`config.mk`:
```
export PLATFORM = sky130hd
export DESIGN_NAME = uart_rx_engine
export DESIGN_NICKNAME = d
export VERILOG_FILES = /design/src/rtl/uart_rx_engine.sv
export SDC_FILE = /design/constraint.sdc
export NUM_CORES = 1
export LEC_CHECK = 0
export CORE_MARGIN = 3
export CORE_UTILIZATION = 50
export DETAILED_ROUTE_END_ITERATION = 10
export PLACE_DENSITY = 0.72
export RECOVER_POWER = 100
export SLEW_MARGIN = 0
export SYNTH_ARGS = -nofsm -noshare
export SYNTH_HDL_FRONTEND = slang
export SYNTH_SLANG_ARGS = --single-unit
```
`constraint.sdc`:
```
create_clock -name clk -period 2.36 [get_ports clk]
set_input_delay 0.236 -clock clk [delete_from_list [all_inputs] [get_ports clk]]
set_output_delay 0.236 -clock clk [all_outputs]
set_load 0.02 [all_outputs]
```
`src/rtl/uart_rx_engine.sv`:
```
// UART receive engine: deserializes RX into a byte, raises RXRDY and error flags.
// Latency: RXRDY rises SYNC_STAGES + 2 + baud/2 + N*baud clocks after the start edge (N = 8..10).
// Backpressure: none on the line; a byte not taken by read0 before the next one sets OVF.
//
// Ports:
//   clk, resetNew       : system clock, asynchronous active-high reset
//   RX                  : serial line (idles high), synchronized internally
//   baud                : clocks per bit time (4 and up)
//   EIGHT, PEN, OHEL    : 8/7 data bits, parity enable, parity sense (1 = odd)
//   read0               : one-cycle strobe, firmware consumed data/status
//   rx_data             : received byte (bit 7 = 0 in 7-bit mode)
//   RXRDY, PERR, FERR   : byte ready, parity error, framing error
//   OVF, BRK            : overrun, break detected
// Optional feature macro: RX_BREAK_DETECT_EN (break detection + BREAK wait state).
// Without it BRK is tied low and a held-low line reads as 0x00 frames with FERR.

module uart_rx_engine #(
  parameter int SYNC_STAGES = 2,
  parameter int BAUD_W      = 19
) (
  input  logic              clk,
  input  logic              resetNew,
  input  logic              RX,
  input  logic [BAUD_W-1:0] baud,
  input  logic              EIGHT,
  input  logic              PEN,
  input  logic              OHEL,
  input  logic              read0,
  output logic [7:0]        rx_data,
  output logic              RXRDY,
  output logic              PERR,
  output logic              FERR,
  output logic              OVF,
  output logic              BRK
);

  localparam logic [2:0] S_IDLE   = 3'd0;
  localparam logic [2:0] S_START  = 3'd1;
  localparam logic [2:0] S_DATA   = 3'd2;
  localparam logic [2:0] S_PARITY = 3'd3;
  localparam logic [2:0] S_STOP   = 3'd4;
`ifdef RX_BREAK_DETECT_EN
  localparam logic [2:0] S_BREAK  = 3'd5;
`endif

  logic [SYNC_STAGES-1:0] sync_q, sync_d;
  logic                   rxs;

  logic [2:0]        state_q, state_d;
  logic [BAUD_W-1:0] timer_q, timer_d;
  logic [3:0]        bit_cnt_q, bit_cnt_d;
  logic [7:0]        shift_q, shift_d;
  logic              eight_q, eight_d;
  logic              pen_q, pen_d;
  logic              ohel_q, ohel_d;
  logic              perr_calc_q, perr_calc_d;
  logic              ferr_calc_q, ferr_calc_d;
  logic              done_q, done_d;

  logic [7:0]        rx_data_q, rx_data_d;
  logic              rxrdy_q, rxrdy_d;
  logic              perr_q, perr_d;
  logic              ferr_q, ferr_d;
  logic              ovf_q, ovf_d;

`ifdef RX_BREAK_DETECT_EN
  logic              zero_q, zero_d;       // every sample so far in this frame was 0
  logic              brk_calc_q, brk_calc_d;
  logic              brk_q, brk_d;
`endif

  logic              tick;
  logic [BAUD_W-1:0] half_load;
  logic [BAUD_W-1:0] full_load;
  logic              data_last;
  logic [7:0]        byte_asm;

  assign rxs = sync_q[SYNC_STAGES-1];

  // The timer expires one clock after reaching 0, so loads are one less than
  // the wanted interval: half a bit to reach mid-start, then a full bit.
  assign tick      = (timer_q == '0);
  assign half_load = (baud >> 1) - BAUD_W'(1);
  assign full_load = baud - BAUD_W'(1);
  assign data_last = (bit_cnt_q == (eight_q ? 4'd7 : 4'd6));

  // Bits enter at the MSB; in 7-bit mode the byte sits one position high.
  assign byte_asm  = eight_q ? shift_q : {1'b0, shift_q[7:1]};

  always_comb begin
    sync_d      = {sync_q[SYNC_STAGES-2:0], RX};
    state_d     = state_q;
    timer_d     = tick ? timer_q : timer_q - BAUD_W'(1);
    bit_cnt_d   = bit_cnt_q;
    shift_d     = shift_q;
    eight_d     = eight_q;
    pen_d       = pen_q;
    ohel_d      = ohel_q;
    perr_calc_d = perr_calc_q;
    ferr_calc_d = ferr_calc_q;
    done_d      = 1'b0;
`ifdef RX_BREAK_DETECT_EN
    zero_d      = zero_q;
    brk_calc_d  = brk_calc_q;
`endif

    case (state_q)
      S_IDLE: begin
        if (!rxs) begin
          timer_d = half_load;
          state_d = S_START;
        end
      end
      S_START: begin
        if (tick) begin
          if (rxs) begin
            state_d = S_IDLE;           // glitch, not a start bit
          end else begin
            timer_d   = full_load;
            bit_cnt_d = 4'd0;
            shift_d   = 8'h00;
            eight_d   = EIGHT;
            pen_d     = PEN;
            ohel_d    = OHEL;
`ifdef RX_BREAK_DETECT_EN
            zero_d    = 1'b1;
`endif
            state_d   = S_DATA;
          end
        end
      end
      S_DATA: begin
        if (tick) begin
          shift_d   = {rxs, shift_q[7:1]};
          timer_d   = full_load;
          bit_cnt_d = bit_cnt_q + 4'd1;
`ifdef RX_BREAK_DETECT_EN
          if (rxs) zero_d = 1'b0;
`endif
          if (data_last) state_d = pen_q ? S_PARITY : S_STOP;
        end
      end
      S_PARITY: begin
        if (tick) begin
          perr_calc_d = (^byte_asm) ^ rxs ^ ohel_q;
          timer_d     = full_load;
          bit_cnt_d   = bit_cnt_q + 4'd1;
`ifdef RX_BREAK_DETECT_EN
          if (rxs) zero_d = 1'b0;
`endif
          state_d     = S_STOP;
        end
      end
      S_STOP: begin
        if (tick) begin
          ferr_calc_d = ~rxs;
          bit_cnt_d   = bit_cnt_q + 4'd1;
          done_d      = 1'b1;
`ifdef RX_BREAK_DETECT_EN
          brk_calc_d  = zero_q & ~rxs;
          // Park until the line recovers so a long break yields one frame.
          state_d     = (zero_q & ~rxs) ? S_BREAK : S_IDLE;
`else
          state_d     = S_IDLE;
`endif
        end
      end
`ifdef RX_BREAK_DETECT_EN
      S_BREAK: begin
        if (rxs) state_d = S_IDLE;
      end
`endif
      default: state_d = S_IDLE;
    endcase
  end

  // Status/data registers: completion has priority over the read strobe.
  always_comb begin
    rx_data_d = rx_data_q;
    rxrdy_d   = rxrdy_q;
    perr_d    = perr_q;
    ferr_d    = ferr_q;
    ovf_d     = ovf_q;
`ifdef RX_BREAK_DETECT_EN
    brk_d     = brk_q;
`endif
    if (done_q) begin
      rx_data_d = byte_asm;
      perr_d    = perr_calc_q & pen_q;
      ferr_d    = ferr_calc_q;
      rxrdy_d   = 1'b1;
      ovf_d     = ovf_q | (rxrdy_q & ~read0);
`ifdef RX_BREAK_DETECT_EN
      brk_d     = brk_calc_q;
`endif
    end else if (read0 && rxrdy_q) begin
      rxrdy_d = 1'b0;
      perr_d  = 1'b0;
      ferr_d  = 1'b0;
      ovf_d   = 1'b0;
`ifdef RX_BREAK_DETECT_EN
      brk_d   = 1'b0;
`endif
    end
  end

  always_ff @(posedge clk or posedge resetNew) begin
    if (resetNew) begin
      sync_q      <= '1;                // line idles high; no false start out of reset
      state_q     <= S_IDLE;
      timer_q     <= '0;
      bit_cnt_q   <= 4'd0;
      shift_q     <= 8'h00;
      eight_q     <= 1'b0;
      pen_q       <= 1'b0;
      ohel_q      <= 1'b0;
      perr_calc_q <= 1'b0;
      ferr_calc_q <= 1'b0;
      done_q      <= 1'b0;
      rx_data_q   <= 8'h00;
      rxrdy_q     <= 1'b0;
      perr_q      <= 1'b0;
      ferr_q      <= 1'b0;
      ovf_q       <= 1'b0;
`ifdef RX_BREAK_DETECT_EN
      zero_q      <= 1'b0;
      brk_calc_q  <= 1'b0;
      brk_q       <= 1'b0;
`endif
    end else begin
      sync_q      <= sync_d;
      state_q     <= state_d;
      timer_q     <= timer_d;
      bit_cnt_q   <= bit_cnt_d;
      shift_q     <= shift_d;
      eight_q     <= eight_d;
      pen_q       <= pen_d;
      ohel_q      <= ohel_d;
      perr_calc_q <= perr_calc_d;
      ferr_calc_q <= ferr_calc_d;
      done_q      <= done_d;
      rx_data_q   <= rx_data_d;
      rxrdy_q     <= rxrdy_d;
      perr_q      <= perr_d;
      ferr_q      <= ferr_d;
      ovf_q       <= ovf_d;
`ifdef RX_BREAK_DETECT_EN
      zero_q      <= zero_d;
      brk_calc_q  <= brk_calc_d;
      brk_q       <= brk_d;
`endif
    end
  end

  assign rx_data = rx_data_q;
  assign RXRDY   = rxrdy_q;
  assign PERR    = perr_q;
  assign FERR    = ferr_q;
  assign OVF     = ovf_q;
`ifdef RX_BREAK_DETECT_EN
  assign BRK     = brk_q;
`else
  assign BRK     = 1'b0;
`endif

endmodule

```
==> results of run 1 <==
## worst min path at each step
stage                    from          to  slack [ns]  depth (start not counted)
floorplan                  RX   sync_q[0]        0.24                          0
global placement    sync_q[0]   sync_q[1]        0.35                          0
detailed placement  sync_q[0]   sync_q[1]        0.35                          0
CTS                  resetNew  timer_q[8]        0.26                          2
global route        sync_q[0]   sync_q[1]        0.35                          0
finish              sync_q[0]   sync_q[1]        0.35                          0
## report_power, final
| group | switching, mW | internal [mW] | total, mW |
|---|---|---|---|
| clock | 0.311 | 0.322 | 0.633 |
| sequential | 0.106 | 1.01 | 1.12 |
| combinational | 0.239 | 0.258 | 0.497 |
## flip-flops by register name, indices dropped and copies added, names as in the netlist
signal / count
timer_q: 19
rx_data: 8
shift_q: 8
bit_cnt_q: 4
state_q: 3
sync_q: 2
FERR: 1
OVF: 1
PERR: 1
RXRDY: 1
done_q: 1
eight_q: 1
ferr_calc_q: 1
ohel_q: 1
pen_q: 1
perr_calc_q: 1
## cell type report
class,count,area share
Inverter,10,0.00845
Timing Repair Buffer,82,0.160
Clock buffer,5,0.0155
Sequential cell,54,0.305
Clock inverter,3,0.0107
Tap cell,96,0.0270
Multi-Input combinational cell,313,0.474
## synth_stat cells, drive strengths merged (5+ instances only)
library cell	count
mux2i	10
a21oi	23
nor3	16
nand3	17
xor2	15
clkbuf	17
nand2	42
a22o	8
or3	5
nor4	13
ha	6
o221ai	8
xnor2	31
dfrtp	52
mux2	5
nor2	29
inv	10
o21ai	17
## worst max-delay path: stages, from the launching register on
cell and delay [ns]:
dfrtp_1 0.46, or4_4 0.59, nor4b_4 0.32, buf_6 0.19
nand3_1 0.14, buf_4 0.21, o22ai_1 0.17, a21o_1 0.10
## kinds of logic (layout without fill, tap and decap cells)
logic type | after synthesis | after routing | synth area share
other | 1 | 1 | 0.00106
AOI/OAI and AO/OA | 93 | 93 | 0.176
and+or+nand+nor | 152 | 152 | 0.228
DFF | 54 | 54 | 0.382
buffers and inverters | 30 | 100 | 0.0336
xor gates and xnor gates | 46 | 46 | 0.114
adders and majority gates | 6 | 6 | 0.0212
muxes | 15 | 15 | 0.0442
## per-layer routing
layer / GRT usage / vias to the layer above / routed length [um]
met2: 0.373 / 94 / 4280
met1: 0.280 / 1485 / 3740
met3: 0.0276 / 17 / 375
met5: 0 / - / 0
li1: - / 1591 / -
met4: 0.0740 / 0 / 177
## timing repair
action / in CTS / in global routing
endpoints found under the setup margin: 0 / 11
endpoints found under the hold margin: 0 / 0
gates resized for setup: 0 / 7
hold buffers: 0 / 0
## metrics by stage
stage               cells  instance area [um^2]
floorplan             397                  3540
global placement      555                  4310
detailed placement    555                  4310
CTS                   563                  4420
global route          563                  4440
finish                563                  4440
==> metrics.md, run 1 <==
| Metric | Value |
|---|---|
| Worst slack at placement | 0.00448 ns |
| Most common cell after layout, fill and taps aside | dfrtp_1 |
| Yosys reg bits | 54 |
| Setup ws final | 0.124 ns |
| RD Place Congestion | 1.01 |
| Min Clock Period, post-route | 2.24 ns |
| Flop2flop setup slack | 0.12 ns |
| CTS buffer count | 5 |
| Core area | 6830 um^2 |
| Pwr per Cell Area | 506 nW/um^2 |
| Area leader, netlist | dfrtp_1 |
| Largest net degree at the start of global routing | 35 |
| Setup TNS | 0 ns |
| CP Data Arrival Time | 2.49 ns |
| Port-buffer cells | 37 |
| Post-DP HPWL | 6740 um |
| Row count | 30 |
| Type of origin of the critical path | flip-flop |
| Slew headroom | 0.458 |
| FILL cells | 610 |
| Post-synth EDFFs | 0 |
| Hold Vio Cnt, Final | 0 |
| Die Y | 90.2 um |
| Initial antenna violation count | 0 |
| Peak VDD IR | 0.251 mV |
| Hold Slack | 0.354 ns |
| Main area contributors after synthesis | dfrtp_1 37%, xnor2_1 7.7%, nand2_1 4.3% |
| IO Pins | 39 |
| Die Footprint | 8130 um^2 |
| CTS tree | built |
| Area delta synth->final | 25.4% |
| Worst setup EP type | flip-flop |
| Final number of setup-violating endpoints | 0 |
| Post-Syn Instances | 397 |
| Max-cap violation count | 0 |
| Async SR Flop Fraction | 1.00 |
| Power Total | 2.25 mW |
| Vias in the first global route | 3,082 |
| WP data required | 2.62 ns |
| Syn_nets | 429 |
| Seq/Total Area, Yosys | 0.382 |
| Aggregate global routing overflow | 0 |
| Setup Fix Bufs, Post-CTS | 0 |
| Sink Count | 54 |
| FF-to-FF End | timer_q[8] |
| Max clock buf depth | 2 |
| Total track usage | 0.216 |
| Drt wl/cell | 15.2 um |
| Fmax | 447 MHz |
| CP endpoint | timer_q[8] |
| Crit path from | timer_q[9] |
| Synth warnings | 0 |
| First-pass GRT wire length | 14,700 um |
| Status | completed |
| Antenna fix cells | 0 |
| RSZ-0062 raised after global routing | false |
| Reg2reg path depth | 7 |
| Multi-input logic area | 2100 um^2 |
| Share of the synthesized area in the top cell type | 0.367 |
| Reg area | 1350 um^2 |
| Slew Limit Fails | 0 |
| Wirelength, routed | 8580 um |
| H-tree levels | 2 |
| Count of different cell masters after synthesis | 58 |
| Leak pwr | 1.82 nW |
| Nets | 498 |
| Netlist Area Pre-Place | 3540 um^2 |
| Antenna Violating Nets Remaining | 0 |
| Worst r2r src | timer_q[9] |
| Skew final | 0.00689 ns |
| Dominant synthesized flop cell | dfrtp_1 |
| Tightest Pin Transition | 0.813 ns |
| Kind of critical path | flip-flop to flip-flop |
| Average vias per placed instance | 5.66 |
| Fin util | 0.650 |
| Syn avg cell area | 8.92 um^2 |
| Period Utilization, post-route | 0.947 |
| Most frequent cells in the layout | 52 x dfrtp_1, 43 x buf_4, 41 x nand2_1, 31 x xnor2_1, 28 x nor2_1 |
| Die X | 90.2 um |
| DR vias | 3,187 |
| DRC violations left | 0 |
| DR pass1 iterations | 4 |
| Clock root buffer | clkbuf_8 |
| CP max FO | 12 |
| Share of layout cells above drive strength 1 | 0.154 |
| Clk_lat worst skew | 0.31 ns |
| Initial Util | 0.518 |
| Clock slew at reported path FFs | 0.10 ns |
| Initial DRC count | 150 |
| Worst hold path class | flip-flop to flip-flop |
No activity file was read; power rests on OpenSTA's default activity.
==> run 2: changes to the inputs <==
CORE_MARGIN = 4   (was 3)
==> run 2 against run 1 <==
Compared with the run above: worst hold slack better by 0.0052 ns; clock skew is 0.0027 ns lower; flip-flop and latch count stayed put; fmax is 0.25% higher; final cell count is 1.2% lower; setup slack better by 0.0057 ns.
==> metrics.md, run 2 (synthesized netlist as in run 1, its figures left out) <==
| Metric | Value |
|---|---|
| Tightest Pin Transition | 0.804 ns (-0.00968 ns) |
| Clock slew at reported path FFs | 0.09 ns (about the same) |
| Int Pwr | 1.57 mW (-1.3%) |
| Register name with the most flops | timer_q |
| CTS buffer count | 5 (unchanged) |
| Die Y | 92.2 um (+2.2%) |
| Reg2reg path depth | 5 (-2) |
| Port-buffer cells | 37 (unchanged) |
| Status | completed |
| Type of origin of the critical path | flip-flop |
| Largest net degree at the start of global routing | 35 (unchanged) |
| Clk_lat worst skew | 0.31 ns (about the same) |
| Row count | 30 (unchanged) |
| Nets | 491 (-1.4%) |
| Sink Count | 54 (unchanged) |
| RSZ-0062 raised after global routing | false |
| Antenna Violating Nets Remaining | 0 (unchanged) |
| Min Clock Period, post-route | 2.23 ns (-0.00567 ns) |
| Clock root buffer | clkbuf_8 |
| Clock power frac | 0.277 (-0.004) |
| Worst setup EP type | flip-flop |
| Most common cell after layout, fill and taps aside | dfrtp_1 |
| Aggregate global routing overflow | 0 (unchanged) |
| Peak VDD IR | 0.251 mV (about the same) |
| Antenna fix cells | 0 (unchanged) |
| Fin util | 0.642 (-0.00843) |
| Leak pwr | 1.77 nW (-2.9%) |
| Kind of critical path | flip-flop to flip-flop |
| Setup Fix Bufs, Post-CTS | 0 (unchanged) |
| CTS tree | built |
| H-tree levels | 2 (unchanged) |
| RD Place Congestion | 0.988 (-1.8%) |
| Max reg flops | 19 (unchanged) |
| DR pass1 iterations | 4 (unchanged) |
| NetSw | 0.646 mW (-1.5%) |
| Post-DP HPWL | 6770 um (+0.40%) |
| Switching part of the total | 0.291 (-0.000511) |
| Drt wl/cell | 15.9 um (+4.1%) |
| DRC violations left | 0 (unchanged) |
| First-pass GRT wire length | 14,800 um (+1.2%) |
| Most frequent cells in the layout | 51 x dfrtp_1, 41 x nand2_1, 31 x xnor2_1, 31 x buf_4, 29 x nor2_1 |
| Skew final | 0.00420 ns (-0.00268 ns) |
| DR vias | 3,231 (+1.4%) |
| IO Pins | 39 (unchanged) |
| Initial antenna violation count | 0 (unchanged) |
| FILL cells | 601 (-1.5%) |
| Total track usage | 0.214 (-0.00227) |
| Period Utilization, post-route | 0.945 (-0.00240) |
| Initial DRC count | 165 (+10%) |
| WP data required | 2.56 ns (-0.06 ns) |
| Slew headroom | 0.464 (+0.00645) |
| CP max FO | 12 (unchanged) |
| Die Footprint | 8490 um^2 (+4.5%) |
| Average vias per placed instance | 5.81 (+2.7%) |
| Flop pwr share | 0.511 (+0.013) |
| Area delta synth->final | 23.8% |
| Die X | 92.2 um (+2.2%) |
| Slew Limit Fails | 0 (unchanged) |
| Vias in the first global route | 3,142 (+1.9%) |
| Placed cell area | 4270 um^2 (-0.93%) |
| Initial Util | 0.518 (unchanged) |
| Fmax | 448 MHz (+0.25%) |
| Final number of setup-violating endpoints | 0 (unchanged) |
| Pwr per Cell Area | 506 nW/um^2 (about the same) |
| Share of layout cells above drive strength 1 | 0.135 (-0.0194) |
| Core area | 6830 um^2 (unchanged) |
| Worst hold path stage count | 0 (unchanged) |
| Hold Vio Cnt, Final | 0 (unchanged) |
| Worst hold path class | flip-flop to flip-flop |
| Design Area, Final | 4380 um^2 (-1.3%) |
| Wirelength, routed | 8820 um (+2.8%) |
| Logic pwr share | 0.212 (-0.009) |
| Max-cap violation count | 0 (unchanged) |
| Max clock buf depth | 2 (unchanged) |
| CP Data Arrival Time | 2.43 ns (-0.06 ns) |
## run 2: cell types whose count changed in the layout (fill, tap and decap cells not counted), sizes merged
cell and delta:
clkinvlp +1, clkbuf +4, buf -10, inv -1, clkinv -1
## run 2: routing by layer
layer  wire, um  global-route usage  vias up
met5          0                   0        -
met1       3790               0.266     1532
met3        401              0.0254       21
met4        243              0.0928        0
li1           -                   -     1581
met2       4380               0.372       97
## run 2: through the flow
stage | std cells | hold slack [ns] | total power [mW] | setup slack (ns) | setup TNS [ns]
finish | 556 | 0.359 | 2.22 | 0.130 | 0
global route | 556 | 0.368 | 2.33 | 0.0157 | 0
CTS | 556 | 0.255 | 2.22 | 0.0159 | 0
detailed placement | 548 | 0.348 | 1.61 | -0.0102 | -0.0166
global placement | 548 | 0.348 | 1.60 | -0.0227 | -0.0321
floorplan | 397 | 0.240 | 1.41 | 0.0513 | 0
## run 2: layout make-up
type	instances	area (um^2)	share of cell area
clock buffer	6	72.6	0.0166
clock inverter	2	37.5	0.00856
inverter	10	37.5	0.00856
multi-input combinational	313	2100	0.480
sequential	54	1360	0.309
tap	96	120	0.0274
timing repair buffer	75	656	0.150
## run 2: repair_timing
action | CTS | global route
setup endpoints to repair | 0 | 27
hold buffers | 0 | 0
gates resized for setup | 0 | 8
## run 2: power groups by stage
stage	Clock, mW	Sequential [mW]	Combinational, mW
finish	0.614	1.13	0.471
global route	0.664	1.15	0.521
CTS	0.624	1.12	0.470
detailed placement	0	1.14	0.467
global placement	0	1.13	0.461
floorplan	0	1.11	0.304
## run 2: final timing paths
kind,startpoint,endpoint,slack (ns)
max in group asynchronous,resetNew,RXRDY,0.59
min in group asynchronous,resetNew,timer_q[13],0.50
min reg2reg,sync_q[0],sync_q[1],0.36
max,timer_q[11],timer_q[4],0.13
min,sync_q[0],sync_q[1],0.36
max reg2reg,timer_q[11],timer_q[4],0.13
## run 2: worst max-delay path, cell delays in order (launching register included)
cell,delay [ns]
dfrtp_1,0.43
or4_4,0.59
nor4b_4,0.33
buf_6,0.20
a31oi_1,0.20
a221o_1,0.37
